$ cat config.mk
export PLATFORM = sky130hd
export DESIGN_NAME = rom_boot_copier
export DESIGN_NICKNAME = d
export VERILOG_FILES = /design/src/rtl/rom_boot_copier.sv
export SDC_FILE = /design/constraint.sdc
export NUM_CORES = 1
export LEC_CHECK = 0
export ABC_AREA = 1
export ABC_CLOCK_PERIOD_IN_PS = 4800
export BUFFER_PORTS_ARGS = -buffer_cell sky130_fd_sc_hd__buf_4
export CAP_MARGIN = 20
export CORE_MARGIN = 8
export CORE_UTILIZATION = 52
export CTS_CLUSTER_SIZE = 28
export DETAILED_ROUTE_END_ITERATION = 16
export PLACE_DENSITY = 0.84
export SYNTH_ARGS = -nofsm -noshare
export SYNTH_HDL_FRONTEND = slang
export SYNTH_SLANG_ARGS = --single-unit
$ cat constraint.sdc
create_clock -name clk -period 4.8 [get_ports clk]
set_input_delay 0.24 -clock clk [delete_from_list [all_inputs] [get_ports clk]]
set_output_delay 0.24 -clock clk [all_outputs]
set_load 0.01 [all_outputs]
$ cat src/rtl/rom_boot_copier.sv
// Copies COPY_WORDS words from a synchronous-read boot ROM to memory at DEST_BASE using Wishbone classic writes.
// Each word takes at least three cycles: fetch, capture, write. Every output comes from a register.
module rom_boot_copier #(
  parameter int          ROM_SIZE      = 256*4,
  parameter int          COPY_WORDS    = ROM_SIZE/4,
  parameter logic [31:0] DEST_BASE     = 32'h0000_0000,
  parameter int          ACK_TIMEOUT   = 255,
  localparam int         ROM_ADDR_BITS = $clog2(ROM_SIZE/4)
) (
  input  logic                     clk,
  input  logic                     reset,
  input  logic                     start,
  output logic [ROM_ADDR_BITS-1:0] rom_addr,
  output logic                     rom_ce,
  input  logic [31:0]              rom_data,
  output logic [31:0]              wb_adr_o,
  output logic [31:0]              wb_dat_o,
  output logic [3:0]               wb_sel_o,
  output logic                     wb_we_o,
  output logic                     wb_cyc_o,
  output logic                     wb_stb_o,
  input  logic                     wb_ack_i,
  output logic                     busy,
  output logic                     done,
  output logic                     error
);

  // One extra index bit lets a full-ROM copy reach its last word without wrapping.
  localparam int IW = ROM_ADDR_BITS + 1;
  localparam int TW = (ACK_TIMEOUT < 2) ? 1 : $clog2(ACK_TIMEOUT + 1);
  localparam logic [IW-1:0] LAST_IDX = IW'(COPY_WORDS - 1);
  localparam logic [TW-1:0] TO_LAST  = TW'((ACK_TIMEOUT > 0) ? ACK_TIMEOUT - 1 : 0);

  typedef enum logic [2:0] {
    S_IDLE,
    S_FETCH,
    S_CAPTURE,
    S_WRITE,
    S_DONE
  } state_t;

  state_t                   state, state_n;
  logic [IW-1:0]            idx, idx_n;
  logic [TW-1:0]            tcnt, tcnt_n;
  logic [ROM_ADDR_BITS-1:0] rom_addr_n;
  logic                     rom_ce_n;
  logic [31:0]              wb_adr_n, wb_dat_n;
  logic [3:0]               wb_sel_n;
  logic                     wb_we_n, wb_cyc_n, wb_stb_n;
  logic                     busy_n, done_n, error_n;

  always_ff @(posedge clk) begin
    if (reset) begin
      state    <= S_IDLE;
      idx      <= '0;
      tcnt     <= '0;
      rom_addr <= '0;
      rom_ce   <= 1'b0;
      wb_adr_o <= '0;
      wb_dat_o <= '0;
      wb_sel_o <= '0;
      wb_we_o  <= 1'b0;
      wb_cyc_o <= 1'b0;
      wb_stb_o <= 1'b0;
      busy     <= 1'b0;
      done     <= 1'b0;
      error    <= 1'b0;
    end else begin
      state    <= state_n;
      idx      <= idx_n;
      tcnt     <= tcnt_n;
      rom_addr <= rom_addr_n;
      rom_ce   <= rom_ce_n;
      wb_adr_o <= wb_adr_n;
      wb_dat_o <= wb_dat_n;
      wb_sel_o <= wb_sel_n;
      wb_we_o  <= wb_we_n;
      wb_cyc_o <= wb_cyc_n;
      wb_stb_o <= wb_stb_n;
      busy     <= busy_n;
      done     <= done_n;
      error    <= error_n;
    end
  end

  // Registered outputs for a state are loaded on the edge that enters it,
  // so rom_ce is high exactly during FETCH and the bus is up exactly during WRITE.
  always_comb begin
    state_n    = state;
    idx_n      = idx;
    tcnt_n     = tcnt;
    rom_addr_n = rom_addr;
    rom_ce_n   = 1'b0;
    wb_adr_n   = wb_adr_o;
    wb_dat_n   = wb_dat_o;
    wb_sel_n   = wb_sel_o;
    wb_we_n    = wb_we_o;
    wb_cyc_n   = wb_cyc_o;
    wb_stb_n   = wb_stb_o;
    busy_n     = busy;
    done_n     = done;
    error_n    = error;

    case (state)
      S_IDLE, S_DONE: begin
        if (start) begin
          done_n     = 1'b0;
          error_n    = 1'b0;
          busy_n     = 1'b1;
          idx_n      = '0;
          rom_ce_n   = 1'b1;
          rom_addr_n = '0;
          state_n    = S_FETCH;
        end
      end

      S_FETCH: begin
        state_n = S_CAPTURE;
      end

      S_CAPTURE: begin
        wb_dat_n = rom_data;
        wb_adr_n = DEST_BASE + {{(30-IW){1'b0}}, idx, 2'b00};
        wb_cyc_n = 1'b1;
        wb_stb_n = 1'b1;
        wb_we_n  = 1'b1;
        wb_sel_n = 4'hF;
        tcnt_n   = '0;
        state_n  = S_WRITE;
      end

      S_WRITE: begin
        if (wb_ack_i) begin
          wb_cyc_n = 1'b0;
          wb_stb_n = 1'b0;
          wb_we_n  = 1'b0;
          wb_sel_n = 4'h0;
          if (idx == LAST_IDX) begin
            busy_n  = 1'b0;
            done_n  = 1'b1;
            state_n = S_DONE;
          end else begin
            idx_n      = idx + 1'b1;
            rom_ce_n   = 1'b1;
            rom_addr_n = idx_n[ROM_ADDR_BITS-1:0];
            state_n    = S_FETCH;
          end
        end else if (ACK_TIMEOUT != 0) begin
          // An ack arriving on the limit cycle is taken by the branch above.
          if (tcnt == TO_LAST) begin
            wb_cyc_n = 1'b0;
            wb_stb_n = 1'b0;
            wb_we_n  = 1'b0;
            wb_sel_n = 4'h0;
            busy_n   = 1'b0;
            done_n   = 1'b1;
            error_n  = 1'b1;
            state_n  = S_DONE;
          end else begin
            tcnt_n = tcnt + 1'b1;
          end
        end
      end

      default: begin
        state_n = S_IDLE;
      end
    endcase
  end

endmodule

; Word-level counts from Yosys, hierarchy flattened
; Index checks and enable logic that the tools add are counted.
[word_totals]
n_memories = 0
word_cells = 75
in_bits = 36
output_inout_bits = 83
regBits = 78
ramBits = 0
rom_bits = 0
latchBits = 0
[op_classes]
n_shift = 0
muxes = 37
div = 0
magnitude_cmp = 0
n_reduce_logical = 10
n_addsub = 2
multipliers = 0
bitwise_logic = 0
eq_ne = 14
[ops]
columns = op, n
row1 = $mux W8, 5
row2 = $pmux W8 S2, 2
row3 = $mux W9, 3
row4 = $pmux W9 S2, 1
row5 = $mux W1, 13
row6 = $mux W3, 4
row7 = $ne A2 B2 Y1 const B, 6
row8 = $pmux W3 S4, 1
row9 = $reduce_and A4 Y1, 3
row10 = $pmux W1 S2, 5
row11 = $add A9 B1 Y9 const B, 1
row12 = $eq A9 B8 Y1 const B, 1
row13 = $add A8 B1 Y8 const B, 1
row14 = $eq A8 B8 Y1 const B, 1
row15 = $mux W4, 2
row16 = $pmux W4 S2, 1
row17 = $eq A3 B2 Y1 const B, 2
row18 = $ne A3 B3 Y1 const B, 2
row19 = $reduce_and A2 Y1, 2
row20 = $reduce_bool A2 Y1, 2
row21 = $eq A3 B1 Y1 const B, 1
row22 = $eq A3 B3 Y1 const B, 1
row23 = $logic_not A3 Y1, 1
row24 = $reduce_and A3 Y1, 1
row25 = $reduce_or A2 Y1, 1

; Logic depth before layout (Yosys ltp)
; Gate-level depths: netlist of the first run.
[logic_depth]
depth_word = 4
depth_mapped = 12

; Worst setup path before layout of the first run
; Ideal clock, no wire load.
[synth_path]
path_type = register to register
start = reg, netlist name rom_addr[0]
end = reg idx[7]
n_path_buf = 0
path_stages_with_launch = 12
period_less_slack_ns = 1.626
slack_ns = 3.174
arrival_time_ns = 1.498
setup_ns = 0.128
path_cell_list = dfxtp_1 > ha_1 > nand4_1 > nor3_1 > ha_1 > inv_1 > nand2_1 > nand2_2 > nand2_4 > nor2_1 > nor2_1 > nor2_1
[synth_lines]
columns = element, line
row1 = end signal: assignment, 70  ; idx <= idx_n;
row2 = end: declaration, 43  ; logic [IW-1:0] idx, idx_n;

; Final worst setup path of the first run
[layout_path]
start = reg state[2]
end = reg tcnt[5]
[layout_between]
elab_chain_len = 3
elab_cells_between_ends = 7
classes_between = eq/ne (4) / mux (1) / reduce/logical (2)
[layout_lines]
columns = element, line
row1 = start: declaration, 42  ; state_t state, state_n;
row2 = start signal: assignment, 69  ; state <= state_n;
row3 = $eq A3 B2 Y1, 104  ; case (state)
row4 = $ne A2 B2 Y1 (no source line) or $reduce_bool A2 Y1 (tied branches), -
row5 = $reduce_and A3 Y1 (no source line), -
row6 = end signal: assignment, 71  ; tcnt <= tcnt_n;
row7 = end: declaration, 44  ; logic [TW-1:0] tcnt, tcnt_n;
; Parallel ways exist; a longest one is shown, timed or not.
; A chain may end at the register's enable or synchronous reset.

==> impl_metrics.prom, run 1 <==
# TYPE chip_impl_metric gauge
chip_impl_info{name="critical-path-slowest-cell",value="sky130_fd_sc_hd__inv_2"} 1
chip_impl_metric{name="seq_area_frac_synth",unit="%"} 44.2
chip_impl_metric{name="crit_path_max_fo",unit=""} 50
chip_impl_metric{name="post_cts_buffers",unit=""} 0
chip_impl_info{name="yosys.area.top_type",value="sky130_fd_sc_hd__dfxtp_1"} 1
chip_impl_info{name="yosysMostFrequentCell",value="sky130_fd_sc_hd__nor2_1"} 1
chip_impl_metric{name="max-clock-path-buffers",unit=""} 2
chip_impl_metric{name="avgSynthCellArea",unit="µm²"} 7.28
chip_impl_metric{name="grt_first_pass_wirelength",unit="µm"} 12600
chip_impl_metric{name="cell_area_power_density",unit="nW/µm²"} 421
chip_impl_info{name="critical-path-top-delay-family",value="buffers and inverters"} 1
chip_impl_metric{name="tightest_slew",unit="ns"} 0.673
chip_impl_metric{name="synth.ff_latch_count",unit=""} 66
chip_impl_metric{name="antenna_cells_inserted",unit=""} 0
chip_impl_metric{name="critical_path_buf_inv_count",unit=""} 2
chip_impl_metric{name="chipHeight",unit="µm"} 91.8
chip_impl_metric{name="leakage_power_total",unit="nW"} 1.78
chip_impl_metric{name="global_route.overflow_total",unit=""} 0
chip_impl_metric{name="synth_enable_flop_cells",unit=""} 0
chip_impl_metric{name="timing_max_transition_violations_final",unit=""} 0
chip_impl_metric{name="totalPowerFinal",unit="W"} 0.00157
chip_impl_metric{name="grt_start_max_net_pins",unit=""} 51
chip_impl_info{name="synth_top_cells_by_count",value="91 x sky130_fd_sc_hd__nor2_1, 66 x sky130_fd_sc_hd__dfxtp_1, 58 x sky130_fd_sc_hd__nand2_1"} 1
chip_impl_metric{name="cts_buffers",unit=""} 9
chip_impl_metric{name="core_area",unit="µm²"} 5540
chip_impl_info{name="hp-class",value="in2reg"} 1
chip_impl_metric{name="worst_hold_slack",unit="ns"} 0.117
chip_impl_info{name="cts-root-buf",value="sky130_fd_sc_hd__clkbuf_8"} 1
chip_impl_metric{name="floorplan.io_pins",unit=""} 119
chip_impl_metric{name="row_count",unit=""} 27
chip_impl_info{name="worstSetupEndpointType",value="flip-flop"} 1
chip_impl_metric{name="io_buffer_count",unit=""} 95
chip_impl_info{name="cp-start-kind",value="flip-flop"} 1
chip_impl_metric{name="floorplan.initialDensity",unit="%"} 53.9
chip_impl_metric{name="globalRouteTotalUtil",unit="%"} 18.1
chip_impl_metric{name="clk-insertion-delay-late",unit="ns"} 0.34
chip_impl_info{name="dominantRegCellSynth",value="sky130_fd_sc_hd__dfxtp_1"} 1
chip_impl_info{name="critPathKind",value="reg2reg"} 1
chip_impl_metric{name="wl",unit="µm"} 7810
chip_impl_metric{name="dr.pass1.iters",unit=""} 6
chip_impl_metric{name="timing_hold_violations_final",unit=""} 0
chip_impl_metric{name="antenna_found_initial",unit=""} 0
chip_impl_metric{name="achievable-frequency",unit="MHz"} 498
chip_impl_metric{name="number_of_global_route_vias_before_repair",unit=""} 2737
chip_impl_info{name="outcome",value="completed"} 1
chip_impl_metric{name="synth-async-reset-ratio",unit="%"} 0
chip_impl_metric{name="drcViolationCount",unit=""} 0
chip_impl_metric{name="maxCapViolCount",unit=""} 0
chip_impl_metric{name="fin_setup_tns",unit="ns"} 0
chip_impl_metric{name="netlist_area",unit="µm²"} 2990
chip_impl_metric{name="report.final.setup_viol",unit=""} 0
chip_impl_metric{name="route.detailed.wl_per_inst",unit="µm"} 13.9
chip_impl_metric{name="fin_crit_sh",unit="%"} 41.9
chip_impl_metric{name="yosys_top_cell_area_share",unit="%"} 44.2
chip_impl_metric{name="critical-path-max-stage-delay",unit="ns"} 0.55
chip_impl_info{name="worstPathCellList",value="nor3_4 -> buf_4 -> inv_2 -> nand2_1 -> a21oi_1 -> nor2_1"} 1
chip_impl_metric{name="peakVddDrop",unit="V"} 0.000297
chip_impl_metric{name="first_iter_violations",unit=""} 265
chip_impl_metric{name="floorplan.die_area",unit="µm²"} 8420
chip_impl_metric{name="nets",unit=""} 526
chip_impl_metric{name="drt.antenna.violating_nets",unit=""} 0
chip_impl_info{name="rsz0062_at_grt",value="false"} 1
chip_impl_info{name="tritoncts_clock_tree",value="built"} 1
chip_impl_metric{name="clkTransAtPathRegs",unit="ns"} 0.07
chip_impl_metric{name="post_route_cells_drive_above_1_share",unit="%"} 24.7
chip_impl_metric{name="final.setup_skew",unit="ns"} 0.0111
chip_impl_info{name="yosys-top-cells-area",value="sky130_fd_sc_hd__dfxtp_1 44%, sky130_fd_sc_hd__nor2_1 11%, sky130_fd_sc_hd__buf_4 9.8%, sky130_fd_sc_hd__nand2_1 7.3%, sky130_fd_sc_hd__o21ai_0 7.2%"} 1
chip_impl_metric{name="vias",unit=""} 2871
chip_impl_metric{name="yosysWarningCount",unit=""} 0
chip_impl_metric{name="timing.slew.headroom",unit="%"} 55.1
chip_impl_metric{name="timing.final.crit_period",unit="ns"} 2.01
chip_impl_metric{name="cts_hold_repair_buffers",unit=""} 0
chip_impl_metric{name="synth_cell_types",unit=""} 25
chip_impl_metric{name="ctsHtreeMaxLevel",unit=""} 3
chip_impl_metric{name="timing.critical_path.arrival",unit="ns"} 2.24
chip_impl_metric{name="chipWidth",unit="µm"} 91.8
chip_impl_metric{name="hpwl",unit="µm"} 5570
chip_impl_metric{name="worst-endpoint-required",unit="ns"} 5.03
chip_impl_metric{name="synthToLayoutAreaGrowth",unit="%"} 25.2
chip_impl_metric{name="synth_cells",unit=""} 410
chip_impl_metric{name="gp_congestion",unit=""} 0.898
chip_impl_metric{name="clock-sinks",unit=""} 66
chip_impl_metric{name="avgViaCountPerCell",unit=""} 5.11
chip_impl_metric{name="post_cts_resized",unit=""} 0
[cells in the final DEF (no fill, tap or decap)]
| master | n |
|---|---|
| sky130_fd_sc_hd__a21oi_1 | 28 |
| sky130_fd_sc_hd__buf_4 | 96 |
| sky130_fd_sc_hd__bufinv_16 | 2 |
| sky130_fd_sc_hd__clkbuf_1 | 3 |
| sky130_fd_sc_hd__clkbuf_8 | 9 |
| sky130_fd_sc_hd__clkinv_2 | 1 |
| sky130_fd_sc_hd__conb_1 | 23 |
| sky130_fd_sc_hd__dfxtp_1 | 66 |
| sky130_fd_sc_hd__ha_1 | 4 |
| sky130_fd_sc_hd__inv_1 | 21 |
| sky130_fd_sc_hd__inv_2 | 6 |
| sky130_fd_sc_hd__nand2_1 | 58 |
| sky130_fd_sc_hd__nand2_2 | 1 |
| sky130_fd_sc_hd__nand2_4 | 1 |
| sky130_fd_sc_hd__nand3_1 | 16 |
| sky130_fd_sc_hd__nand3_2 | 1 |
| sky130_fd_sc_hd__nand3b_1 | 1 |
| sky130_fd_sc_hd__nand4_1 | 5 |
| sky130_fd_sc_hd__nor2_1 | 91 |
| sky130_fd_sc_hd__nor2_2 | 1 |
| sky130_fd_sc_hd__nor2_4 | 2 |
| sky130_fd_sc_hd__nor3_1 | 5 |
| sky130_fd_sc_hd__nor3_4 | 1 |
| sky130_fd_sc_hd__o21ai_0 | 43 |
| sky130_fd_sc_hd__o21ai_1 | 1 |
| sky130_fd_sc_hd__o21bai_1 | 1 |
| sky130_fd_sc_hd__xor2_1 | 3 |
[logic make-up after synthesis]
logic type / synth area share, %
other: 0.126
adders and majority gates: 1.68
and+or+nand+nor: 25.8
buffers and inverters: 15.0
DFF: 44.2
AOI/OAI and AO/OA: 12.3
xor gates and xnor gates: 0.880
[worst reg2reg max path, stage by stage (launching register included)]
cell and delay, ns:
sky130_fd_sc_hd__dfxtp_1 0.47, sky130_fd_sc_hd__nor3_4 0.08, sky130_fd_sc_hd__buf_4 0.27, sky130_fd_sc_hd__inv_2 0.57
sky130_fd_sc_hd__nand2_1 0.29, sky130_fd_sc_hd__a21oi_1 0.20, sky130_fd_sc_hd__nor2_1 0.05
[power breakdown]
| group | internal (W) | switching (W) | total (W) |
|---|---|---|---|
| clock network | 0.000290 | 0.000203 | 0.000493 |
| registers | 0.000623 | 0.0000465 | 0.000670 |
| logic | 0.000169 | 0.000242 | 0.000411 |
| total | 0.00108 | 0.000492 | 0.00157 |
[stage by stage]
stage	instances	setup WS, ns	instance area [µm²]	util (%)
after floorplan	432	3.17	3070	-
after global placement	547	2.87	3540	63.9
after detailed placement	547	2.80	3540	63.9
after CTS	562	2.79	3740	67.5
after global routing	562	2.59	3740	67.5
final	562	2.79	3740	67.5
[per-layer routing]
metal	part of all wire [%]	track usage, %
met1	41	20.9
met2	44	27.7
met3	14	9.13
met5	0	0
met4	1.7	8.05
[worst paths after layout]
path / from / to / slack, ns / cells past startpoint
max: state[2]$_SDFFE_PP0P_ / tcnt[5]$_SDFFE_PP0P_ / 2.79 / 6
min: rom_data[28] / wb_dat_o[28]$_SDFFE_PP0P_ / 0.12 / 3
max reg2reg: state[2]$_SDFFE_PP0P_ / tcnt[5]$_SDFFE_PP0P_ / 2.79 / 6
min reg2reg: done$_SDFFE_PP0P_ / done$_SDFFE_PP0P_ / 0.47 / 2
[state kept, by name (all words and copies together) (netlist names)]
name      count
wb_sel_o      1
wb_dat_o     32
state         3
tcnt          8
busy          1
idx           2
done          1
error         1
rom_addr      7
wb_adr_o      9
rom_ce        1
[area by class of cell]
| cell class | count | area, µm² |
|---|---|---|
| timing repair buffer | 96 | 721 |
| fill | 455 | 1800 |
| inverter | 27 | 101 |
| multi-input combinational | 286 | 1310 |
| clock buffer | 12 | 135 |
| sequential | 66 | 1320 |
| tap | 72 | 90.1 |
| clock inverter | 3 | 65.1 |
Note: power is estimated with default switching activity, not from simulation.
==> inputs of run 2 (changes only) <==
==> config.mk (replaced) <==
export PLATFORM = sky130hd
export DESIGN_NAME = rom_boot_copier
export DESIGN_NICKNAME = d
export VERILOG_FILES = /design/src/rtl/rom_boot_copier.sv
export SDC_FILE = /design/constraint.sdc
export NUM_CORES = 1
export LEC_CHECK = 0
export ABC_AREA = 0
export ABC_CLOCK_PERIOD_IN_PS = 1650
export BUFFER_PORTS_ARGS = -buffer_cell sky130_fd_sc_hd__buf_4
export CAP_MARGIN = 20
export CORE_MARGIN = 8
export CORE_UTILIZATION = 43
export CTS_CLUSTER_SIZE = 28
export DETAILED_ROUTE_END_ITERATION = 16
export PLACE_DENSITY = 0.74
export SYNTH_ARGS = -nofsm -noshare
export SYNTH_HDL_FRONTEND = slang
export SYNTH_SLANG_ARGS = --single-unit
==> constraint.sdc (replaced) <==
create_clock -name clk -period 1.65 [get_ports clk]
set_input_delay 0.0825 -clock clk [delete_from_list [all_inputs] [get_ports clk]]
set_output_delay 0.0825 -clock clk [all_outputs]
set_load 0.01 [all_outputs]
==> impl_metrics.prom, run 2 <==
# TYPE chip_impl_metric gauge
chip_impl_metric{name="floorplan.initialDensity",unit="%"} 43.8
chip_impl_metric{name="max-clock-path-buffers",unit=""} 2
chip_impl_metric{name="antenna_found_initial",unit=""} 1
chip_impl_metric{name="drt.antenna.violating_nets",unit=""} 0
chip_impl_info{name="outcome",value="complete, but fails checks"} 1
chip_impl_metric{name="drcViolationCount",unit=""} 0
chip_impl_metric{name="crit_path_max_fo",unit=""} 5
chip_impl_metric{name="cts_buffers",unit=""} 9
chip_impl_metric{name="ctsHtreeMaxLevel",unit=""} 3
chip_impl_info{name="cts-root-buf",value="sky130_fd_sc_hd__clkbuf_8"} 1
chip_impl_metric{name="io_buffer_count",unit=""} 95
chip_impl_info{name="tritoncts_clock_tree",value="built"} 1
chip_impl_metric{name="leakage_power_total",unit="nW"} 1.85
chip_impl_metric{name="yosysWarningCount",unit=""} 0
chip_impl_metric{name="netlist_area",unit="µm²"} 2950
chip_impl_metric{name="postLayoutCoreUtil",unit="%"} 64.9
chip_impl_metric{name="power_switching_share",unit="%"} 26.3
chip_impl_metric{name="chipHeight",unit="µm"} 98.8
chip_impl_metric{name="first_iter_violations",unit=""} 140
chip_impl_metric{name="pwr-share-seq",unit="%"} 45.6
chip_impl_metric{name="timing.reg2reg.worst_path_depth",unit=""} 8
chip_impl_metric{name="synthToLayoutAreaGrowth",unit="%"} 48.1
chip_impl_metric{name="hold-path-cell-count",unit=""} 3
chip_impl_metric{name="synth_enable_flop_cells",unit=""} 0
chip_impl_metric{name="chipWidth",unit="µm"} 98.8
chip_impl_metric{name="hpwl",unit="µm"} 5840
chip_impl_metric{name="power_switching",unit="W"} 0.000993
chip_impl_metric{name="synth-async-reset-ratio",unit="%"} 0
chip_impl_info{name="cp-start-kind",value="flip-flop"} 1
chip_impl_info{name="worstSetupEndpointType",value="flip-flop"} 1
chip_impl_metric{name="timing_hold_violations_final",unit=""} 0
chip_impl_info{name="critical-path-slowest-cell",value="sky130_fd_sc_hd__or4_4"} 1
chip_impl_info{name="yosys.area.top_type",value="sky130_fd_sc_hd__dfxtp_1"} 1
chip_impl_info{name="top_register",value="wb_dat_o"} 1
chip_impl_metric{name="synth_cell_types",unit=""} 48
chip_impl_info{name="worstPathCellList",value="ha_4 -> nand3_4 -> nor2_4 -> ha_4 -> nor2b_4 -> a21oi_4 -> or4_4 -> a21oi_2"} 1
chip_impl_metric{name="clk-insertion-delay-late",unit="ns"} 0.34
chip_impl_metric{name="totalPowerFinal",unit="W"} 0.00378
chip_impl_metric{name="grt_start_max_net_pins",unit=""} 45
chip_impl_metric{name="timing.critical_path.arrival",unit="ns"} 1.98
chip_impl_metric{name="report.final.setup_viol",unit=""} 4
chip_impl_metric{name="floorplan.die_area",unit="µm²"} 9750
chip_impl_info{name="critical-path-top-delay-family",value="simple AND/OR/NAND/NOR gates"} 1
chip_impl_info{name="hp-class",value="in2reg"} 1
chip_impl_metric{name="route.detailed.wl_per_inst",unit="µm"} 15.2
chip_impl_metric{name="core_area",unit="µm²"} 6720
chip_impl_metric{name="achievable-frequency",unit="MHz"} 588
chip_impl_metric{name="maxCapViolCount",unit=""} 0
chip_impl_metric{name="dr.pass1.iters",unit=""} 4
chip_impl_info{name="synth_top_cells_by_count",value="91 x sky130_fd_sc_hd__nand2_1, 66 x sky130_fd_sc_hd__dfxtp_1, 52 x sky130_fd_sc_hd__a21oi_1"} 1
chip_impl_metric{name="vias",unit=""} 2880
chip_impl_metric{name="worst-endpoint-required",unit="ns"} 1.93
chip_impl_metric{name="synth.ff_latch_count",unit=""} 66
chip_impl_metric{name="critical_path_cell_count",unit=""} 8
chip_impl_info{name="yosys-top-cells-area",value="sky130_fd_sc_hd__dfxtp_1 45%, sky130_fd_sc_hd__nand2_1 12%, sky130_fd_sc_hd__buf_4 10%, sky130_fd_sc_hd__a21oi_1 8.8%, sky130_fd_sc_hd__ha_1 1.7%"} 1
chip_impl_info{name="yosysMostFrequentCell",value="sky130_fd_sc_hd__nand2_1"} 1
chip_impl_info{name="critPathKind",value="reg2reg"} 1
chip_impl_metric{name="fin_setup_tns",unit="ns"} -0.156
chip_impl_metric{name="p_int",unit="W"} 0.00278
chip_impl_metric{name="final.setup_skew",unit="ns"} 0.00440
chip_impl_metric{name="p_clk_share",unit="%"} 35.4
chip_impl_metric{name="global_route.overflow_total",unit=""} 0
chip_impl_info{name="critical_path.reg2reg.startpoint",value="rom_addr[1]$_SDFFE_PP0P_"} 1
chip_impl_metric{name="fin_crit_sh",unit="%"} 103
chip_impl_info{name="dominantRegCellSynth",value="sky130_fd_sc_hd__dfxtp_1"} 1
chip_impl_info{name="setup.worst_path.start",value="rom_addr[1]$_SDFFE_PP0P_"} 1
chip_impl_metric{name="power_frac_comb",unit="%"} 19.0
chip_impl_info{name="top_flop_regs",value="wb_dat_o x32, wb_adr_o x9, tcnt x8"} 1
chip_impl_info{name="failed_checks",value="setup timing"} 1
chip_impl_metric{name="final_area",unit="µm²"} 4360
chip_impl_info{name="final_cell_mix",value="125 x sky130_fd_sc_hd__buf_4, 90 x sky130_fd_sc_hd__nand2_1, 58 x sky130_fd_sc_hd__dfxtp_1, 51 x sky130_fd_sc_hd__a21oi_1, 30 x sky130_fd_sc_hd__dlygate4sd3_1"} 1
chip_impl_metric{name="critical-path-max-stage-delay",unit="ns"} 0.50
chip_impl_metric{name="cell_area_power_density",unit="nW/µm²"} 866
chip_impl_metric{name="timing.final.crit_period",unit="ns"} 1.70
chip_impl_metric{name="row_count",unit=""} 30
chip_impl_metric{name="post_route_cells_drive_above_1_share",unit="%"} 35.4
chip_impl_metric{name="globalRouteTotalUtil",unit="%"} 18.0
chip_impl_metric{name="yosys_top_cell_area_share",unit="%"} 44.9
chip_impl_metric{name="timing.final.ws_setup",unit="ns"} -0.0514
chip_impl_metric{name="postPlaceCellArea",unit="µm²"} 3710
chip_impl_metric{name="grt_first_pass_wirelength",unit="µm"} 14300
chip_impl_metric{name="avgViaCountPerCell",unit=""} 5.00
chip_impl_metric{name="floorplan.io_pins",unit=""} 119
chip_impl_metric{name="nets",unit=""} 532
chip_impl_metric{name="avgSynthCellArea",unit="µm²"} 8.18
chip_impl_info{name="rsz0062_at_grt",value="true"} 1
chip_impl_metric{name="gp_congestion",unit=""} 0.844
chip_impl_metric{name="reg2reg_slack",unit="ns"} -0.05
chip_impl_info{name="worst_path_most_repeated_cell",value="sky130_fd_sc_hd__ha_4"} 1
chip_impl_metric{name="critical_path_buf_inv_count",unit=""} 0
chip_impl_info{name="timing.critical_path.to",value="idx[7]$_SDFFE_PP0P_"} 1
chip_impl_metric{name="seq_area_frac_synth",unit="%"} 44.9
chip_impl_info{name="leading_cell_type_in_the_layout_fill_and_taps_excluded",value="sky130_fd_sc_hd__buf_4"} 1
chip_impl_metric{name="number_of_global_route_vias_before_repair",unit=""} 2934
chip_impl_metric{name="clkTransAtPathRegs",unit="ns"} 0.07
chip_impl_metric{name="synth_cells",unit=""} 360
chip_impl_metric{name="largest_register_ffs",unit=""} 32
chip_impl_metric{name="clock-sinks",unit=""} 66
chip_impl_metric{name="peakVddDrop",unit="V"} 0.000634
chip_impl_metric{name="timing_max_transition_violations_final",unit=""} 0
chip_impl_info{name="r2r-end",value="idx[7]$_SDFFE_PP0P_"} 1
chip_impl_metric{name="wl",unit="µm"} 8780
-- run 2: cell count changes in the layout (fill, tap and decap cells not counted), sizes merged, moves of 5 or more --
cell         before  now
or3               0    5
nand3            17   10
a21oi            28   54
nand2            60   91
buf              96  126
inv              27    6
nor2             94   10
o21ai            44    8
dlygate4sd3       0   30
-- run 2: cells by family after synthesis --
logic type	count (synthesis)	synth area share [%]
other	1	0.127
xor gates and xnor gates	4	1.19
DFF	66	44.9
AOI/OAI and AO/OA	79	15.6
buffers and inverters	64	13.6
and+or+nand+nor	142	22.9
adders and majority gates	4	1.70
-- run 2: area by class of cell --
type	instances	area [µm²]
flip-flops and latches	66	1330
diodes	1	2.50
fillers	557	2360
inverters	6	22.5
well taps	80	100
multi-input cells	253	1460
clock inverters	3	40.0
clock buffers	11	151
repair buffers	156	1260
-- run 2: per-layer routing --
layer | track usage, % | routed length (µm)
met1 | 18.0 | 3350
met2 | 32.0 | 4580
met4 | 6.14 | 186
met3 | 8.25 | 654
met5 | 0 | 0
-- run 2: power groups by stage --
stage / sequential [W] / combinational (W) / clock, W
final: 0.00172 / 0.000719 / 0.00134
after global routing: 0.00173 / 0.000792 / 0.00143
after CTS: 0.00172 / 0.000681 / 0.00136
after detailed placement: 0.00175 / 0.000607 / 0
after global placement: 0.00175 / 0.000594 / 0
after floorplan: 0.00177 / 0.000349 / 0
-- run 2: worst min-delay path by stage --
stage                             from                        end  slack (ns)
final                      rom_data[7]   wb_dat_o[7]$_SDFFE_PP0P_        0.01
after global routing       rom_data[7]   wb_dat_o[7]$_SDFFE_PP0P_       0.007
after CTS                  rom_data[7]   wb_dat_o[7]$_SDFFE_PP0P_      0.0004
after detailed placement  rom_data[30]  wb_dat_o[30]$_SDFFE_PP0P_        0.34
after global placement    rom_data[18]  wb_dat_o[18]$_SDFFE_PP0P_        0.33
after floorplan            rom_data[0]   wb_dat_o[0]$_SDFFE_PP0P_        0.22
-- run 2: through the flow --
stage / setup WS, ns / instances / hold WS [ns]
floorplan: -0.000730 / 382 / 0.218
global placement: -0.0481 / 525 / 0.328
detailed placement: -0.127 / 525 / 0.340
CTS: -0.0674 / 571 / 0.000427
global route: -0.102 / 576 / 0.00712
finish: -0.0514 / 576 / 0.0149
-- run 2: worst reg2reg max path, cell delays in order (launching register included) --
cell and delay, ns:
sky130_fd_sc_hd__dfxtp_2 0.34, sky130_fd_sc_hd__ha_4 0.17, sky130_fd_sc_hd__nand3_4 0.08, sky130_fd_sc_hd__nor2_4 0.04
sky130_fd_sc_hd__ha_4 0.16, sky130_fd_sc_hd__nor2b_4 0.15, sky130_fd_sc_hd__a21oi_4 0.09, sky130_fd_sc_hd__or4_4 0.50
sky130_fd_sc_hd__a21oi_2 0.12
-- run 2: what timing repair did --
action	in CTS	in global routing
setup buffers	2	3
gates cloned	0	1
pin swaps	1	9
hold buffers	30	0
hold endpoints to repair	30	0
gates resized for setup	5	20
setup endpoints to repair	8	58
==> inputs of run 3 (changes only) <==
--- a/config.mk
+++ b/config.mk
@@ -9,11 +9,14 @@
 export ABC_CLOCK_PERIOD_IN_PS = 1650
 export BUFFER_PORTS_ARGS = -buffer_cell sky130_fd_sc_hd__buf_4
 export CAP_MARGIN = 20
+export CORE_ASPECT_RATIO = 0.8
 export CORE_MARGIN = 8
 export CORE_UTILIZATION = 43
 export CTS_CLUSTER_SIZE = 28
 export DETAILED_ROUTE_END_ITERATION = 16
+export GPL_TIMING_DRIVEN = 0
 export PLACE_DENSITY = 0.74
+export SLEW_MARGIN = 10
 export SYNTH_ARGS = -nofsm -noshare
 export SYNTH_HDL_FRONTEND = slang
 export SYNTH_SLANG_ARGS = --single-unit
==> impl_metrics.prom, run 3 (synthesis results as in run 2) <==
# TYPE chip_impl_metric gauge
chip_impl_info{name="outcome",value="complete, but fails checks"} 1
chip_impl_info{name="failed_checks",value="setup timing"} 1
chip_impl_metric{name="number_of_global_route_vias_before_repair",unit=""} 3019
chip_impl_metric{name="post-place-cells",unit=""} 564
chip_impl_metric{name="dr.pass1.iters",unit=""} 4
chip_impl_metric{name="max-clock-path-buffers",unit=""} 2
chip_impl_metric{name="avgViaCountPerCell",unit=""} 4.75
chip_impl_metric{name="global_route.overflow_total",unit=""} 0
chip_impl_metric{name="totalPowerFinal",unit="W"} 0.00362
chip_impl_metric{name="timing.reg2reg.worst_path_depth",unit=""} 9
chip_impl_info{name="critical-path-slowest-cell",value="sky130_fd_sc_hd__or3_4"} 1
chip_impl_metric{name="row_count",unit=""} 27
chip_impl_metric{name="largest_register_ffs",unit=""} 32
chip_impl_metric{name="antenna_found_initial",unit=""} 0
chip_impl_metric{name="cell_area_power_density",unit="nW/µm²"} 791
chip_impl_metric{name="tightest_slew",unit="ns"} 0.568
chip_impl_info{name="worstSetupEndpointType",value="flip-flop"} 1
chip_impl_metric{name="route.detailed.wl_per_inst",unit="µm"} 14.4
chip_impl_metric{name="synthToLayoutAreaGrowth",unit="%"} 55.4
chip_impl_metric{name="reg2reg_slack",unit="ns"} -0.07
chip_impl_metric{name="grt_first_pass_wirelength",unit="µm"} 14200
chip_impl_metric{name="report.final.setup_viol",unit=""} 6
chip_impl_info{name="tritoncts_clock_tree",value="built"} 1
chip_impl_metric{name="drcViolationCount",unit=""} 0
chip_impl_metric{name="hpwl",unit="µm"} 5930
chip_impl_metric{name="vias",unit=""} 2971
chip_impl_info{name="worstPathCellList",value="ha_4 -> nand3_2 -> nor2_2 -> ha_4 -> nor2b_4 -> a21oi_4 -> buf_6 -> or3_4 -> a21oi_2"} 1
chip_impl_metric{name="globalRouteTotalUtil",unit="%"} 17.9
chip_impl_metric{name="timing.slew.headroom",unit="%"} 62.2
chip_impl_metric{name="timing_hold_violations_final",unit=""} 0
chip_impl_metric{name="post_route_cells_drive_above_1_share",unit="%"} 39.2
chip_impl_metric{name="clkTransAtPathRegs",unit="ns"} 0.07
chip_impl_metric{name="achievable-frequency",unit="MHz"} 580
chip_impl_info{name="critPathKind",value="reg2reg"} 1
chip_impl_metric{name="finish.cell_count_without_fillers",unit=""} 625
chip_impl_metric{name="chipHeight",unit="µm"} 90.0
chip_impl_metric{name="antenna_cells_inserted",unit=""} 0
chip_impl_metric{name="core_area",unit="µm²"} 6760
chip_impl_metric{name="fin_setup_tns",unit="ns"} -0.289
chip_impl_metric{name="fin_crit_sh",unit="%"} 104
chip_impl_metric{name="grt_start_max_net_pins",unit=""} 11
chip_impl_metric{name="crit_path_max_fo",unit=""} 5
chip_impl_metric{name="critical_path_cell_count",unit=""} 9
chip_impl_metric{name="timing_max_transition_violations_final",unit=""} 0
chip_impl_info{name="cts-root-buf",value="sky130_fd_sc_hd__clkbuf_8"} 1
chip_impl_info{name="critical-path-top-delay-family",value="simple AND/OR/NAND/NOR gates"} 1
chip_impl_info{name="leading_cell_type_in_the_layout_fill_and_taps_excluded",value="sky130_fd_sc_hd__buf_4"} 1
chip_impl_metric{name="timing.critical_path.arrival",unit="ns"} 1.98
chip_impl_info{name="hp-class",value="in2reg"} 1
chip_impl_metric{name="timing.final.ws_setup",unit="ns"} -0.0733
chip_impl_metric{name="hold-path-cell-count",unit=""} 3
chip_impl_info{name="rsz0062_at_grt",value="true"} 1
chip_impl_metric{name="fillerInstances",unit=""} 552
chip_impl_info{name="final_cell_mix",value="156 x sky130_fd_sc_hd__buf_4, 90 x sky130_fd_sc_hd__nand2_1, 56 x sky130_fd_sc_hd__dfxtp_1, 50 x sky130_fd_sc_hd__a21oi_1, 26 x sky130_fd_sc_hd__dlygate4sd3_1"} 1
chip_impl_metric{name="gp_congestion",unit=""} 0.819
chip_impl_metric{name="io_buffer_count",unit=""} 95
chip_impl_metric{name="final.setup_skew",unit="ns"} 0.0136
chip_impl_metric{name="worst-endpoint-required",unit="ns"} 1.91
chip_impl_metric{name="floorplan.initialDensity",unit="%"} 43.6
chip_impl_info{name="cp-start-kind",value="flip-flop"} 1
chip_impl_metric{name="wl",unit="µm"} 9000
chip_impl_metric{name="timing.final.crit_period",unit="ns"} 1.72
chip_impl_metric{name="floorplan.io_pins",unit=""} 119
chip_impl_metric{name="clk-insertion-delay-late",unit="ns"} 0.33
chip_impl_metric{name="maxCapViolCount",unit=""} 0
chip_impl_metric{name="chipWidth",unit="µm"} 109
chip_impl_metric{name="final_area",unit="µm²"} 4580
chip_impl_metric{name="cts_buffers",unit=""} 9
chip_impl_metric{name="critical_path_buf_inv_count",unit=""} 1
chip_impl_metric{name="placement.setup.worst_slack",unit="ns"} -0.232
chip_impl_metric{name="postPlaceCellArea",unit="µm²"} 3880
chip_impl_metric{name="drt.antenna.violating_nets",unit=""} 0
chip_impl_metric{name="floorplan.die_area",unit="µm²"} 9770
chip_impl_metric{name="peakVddDrop",unit="V"} 0.000607
chip_impl_metric{name="nets",unit=""} 575
chip_impl_metric{name="ctsHtreeMaxLevel",unit=""} 3
chip_impl_metric{name="first_iter_violations",unit=""} 99
chip_impl_metric{name="critical-path-max-stage-delay",unit="ns"} 0.36
chip_impl_metric{name="leakage_power_total",unit="nW"} 2.02
chip_impl_info{name="worst_path_most_repeated_cell",value="sky130_fd_sc_hd__ha_4"} 1
chip_impl_info{name="top_register",value="wb_dat_o"} 1
chip_impl_metric{name="clock-sinks",unit=""} 66
chip_impl_info{name="top_flop_regs",value="wb_dat_o x32, wb_adr_o x9, tcnt x8"} 1
run 3: cell types whose count changed in the layout (fill, tap and decap cells not counted), sizes merged:
cell         delta
buf            +37
a21oi           -1
diode           -1
dlygate4sd3     -4
bufinv          -1
clkinvlp        +1
clkbuf         +11
run 3: tightest hold or removal path, cell delays in order:
cell	delay, ns
sky130_fd_sc_hd__buf_4	0.11
sky130_fd_sc_hd__nand2_1	0.05
sky130_fd_sc_hd__a21oi_1	0.05
run 3: layer usage:
layer / GRT usage (%) / part of all wire (%) / vias to the layer above
li1: - / - / 1495
met1: 18.5 / 39 / 1382
met2: 32.4 / 52 / 92
met3: 8.49 / 8.9 / 2
met4: 2.39 / 0.30 / 0
met5: 0 / 0 / -
run 3: what timing repair did:
item	4_1_cts	5_1_grt
gates resized for setup	21	22
setup buffers	11	9
hold buffers	26	0
pin swaps	7	7
cloned	1	0
hold endpoints to repair	26	0
setup endpoints to repair	52	42
run 3: worst paths after layout:
kind                        startpoint                        end
min                        rom_data[3]   wb_dat_o[3]$_SDFFE_PP0P_
min reg2reg  wb_dat_o[19]$_SDFFE_PP0P_  wb_dat_o[19]$_SDFFE_PP0P_
max reg2reg   rom_addr[1]$_SDFFE_PP0P_   rom_addr[3]$_SDFFE_PP0P_
max           rom_addr[1]$_SDFFE_PP0P_   rom_addr[3]$_SDFFE_PP0P_
run 3: final cells by class:
class	count	area, µm²	share of cell area, %
buffer	58	402	8.78
clock buffer	11	141	3.09
clock inverter	3	17.5	0.383
inverter	6	22.5	0.492
multi-input combinational	252	1410	30.7
sequential	66	1340	29.4
tap	87	109	2.38
timing repair buffer	142	1130	24.8
run 3: report_power, final:
part           switching, W  internal, W  total, W
Clock              0.000577     0.000565   0.00114
Combinational      0.000376     0.000393  0.000769
Sequential        0.0000440      0.00166   0.00171
Total              0.000997      0.00262   0.00362
run 3: stage by stage:
stage | hold slack, ns | utilization (%)
after floorplan | 0.218 | -
after global placement | 0.329 | 57.4
after detailed placement | 0.339 | 57.4
after CTS | 0.000801 | 65.9
after global routing | 0.00768 | 67.7
final | 0.0125 | 67.7
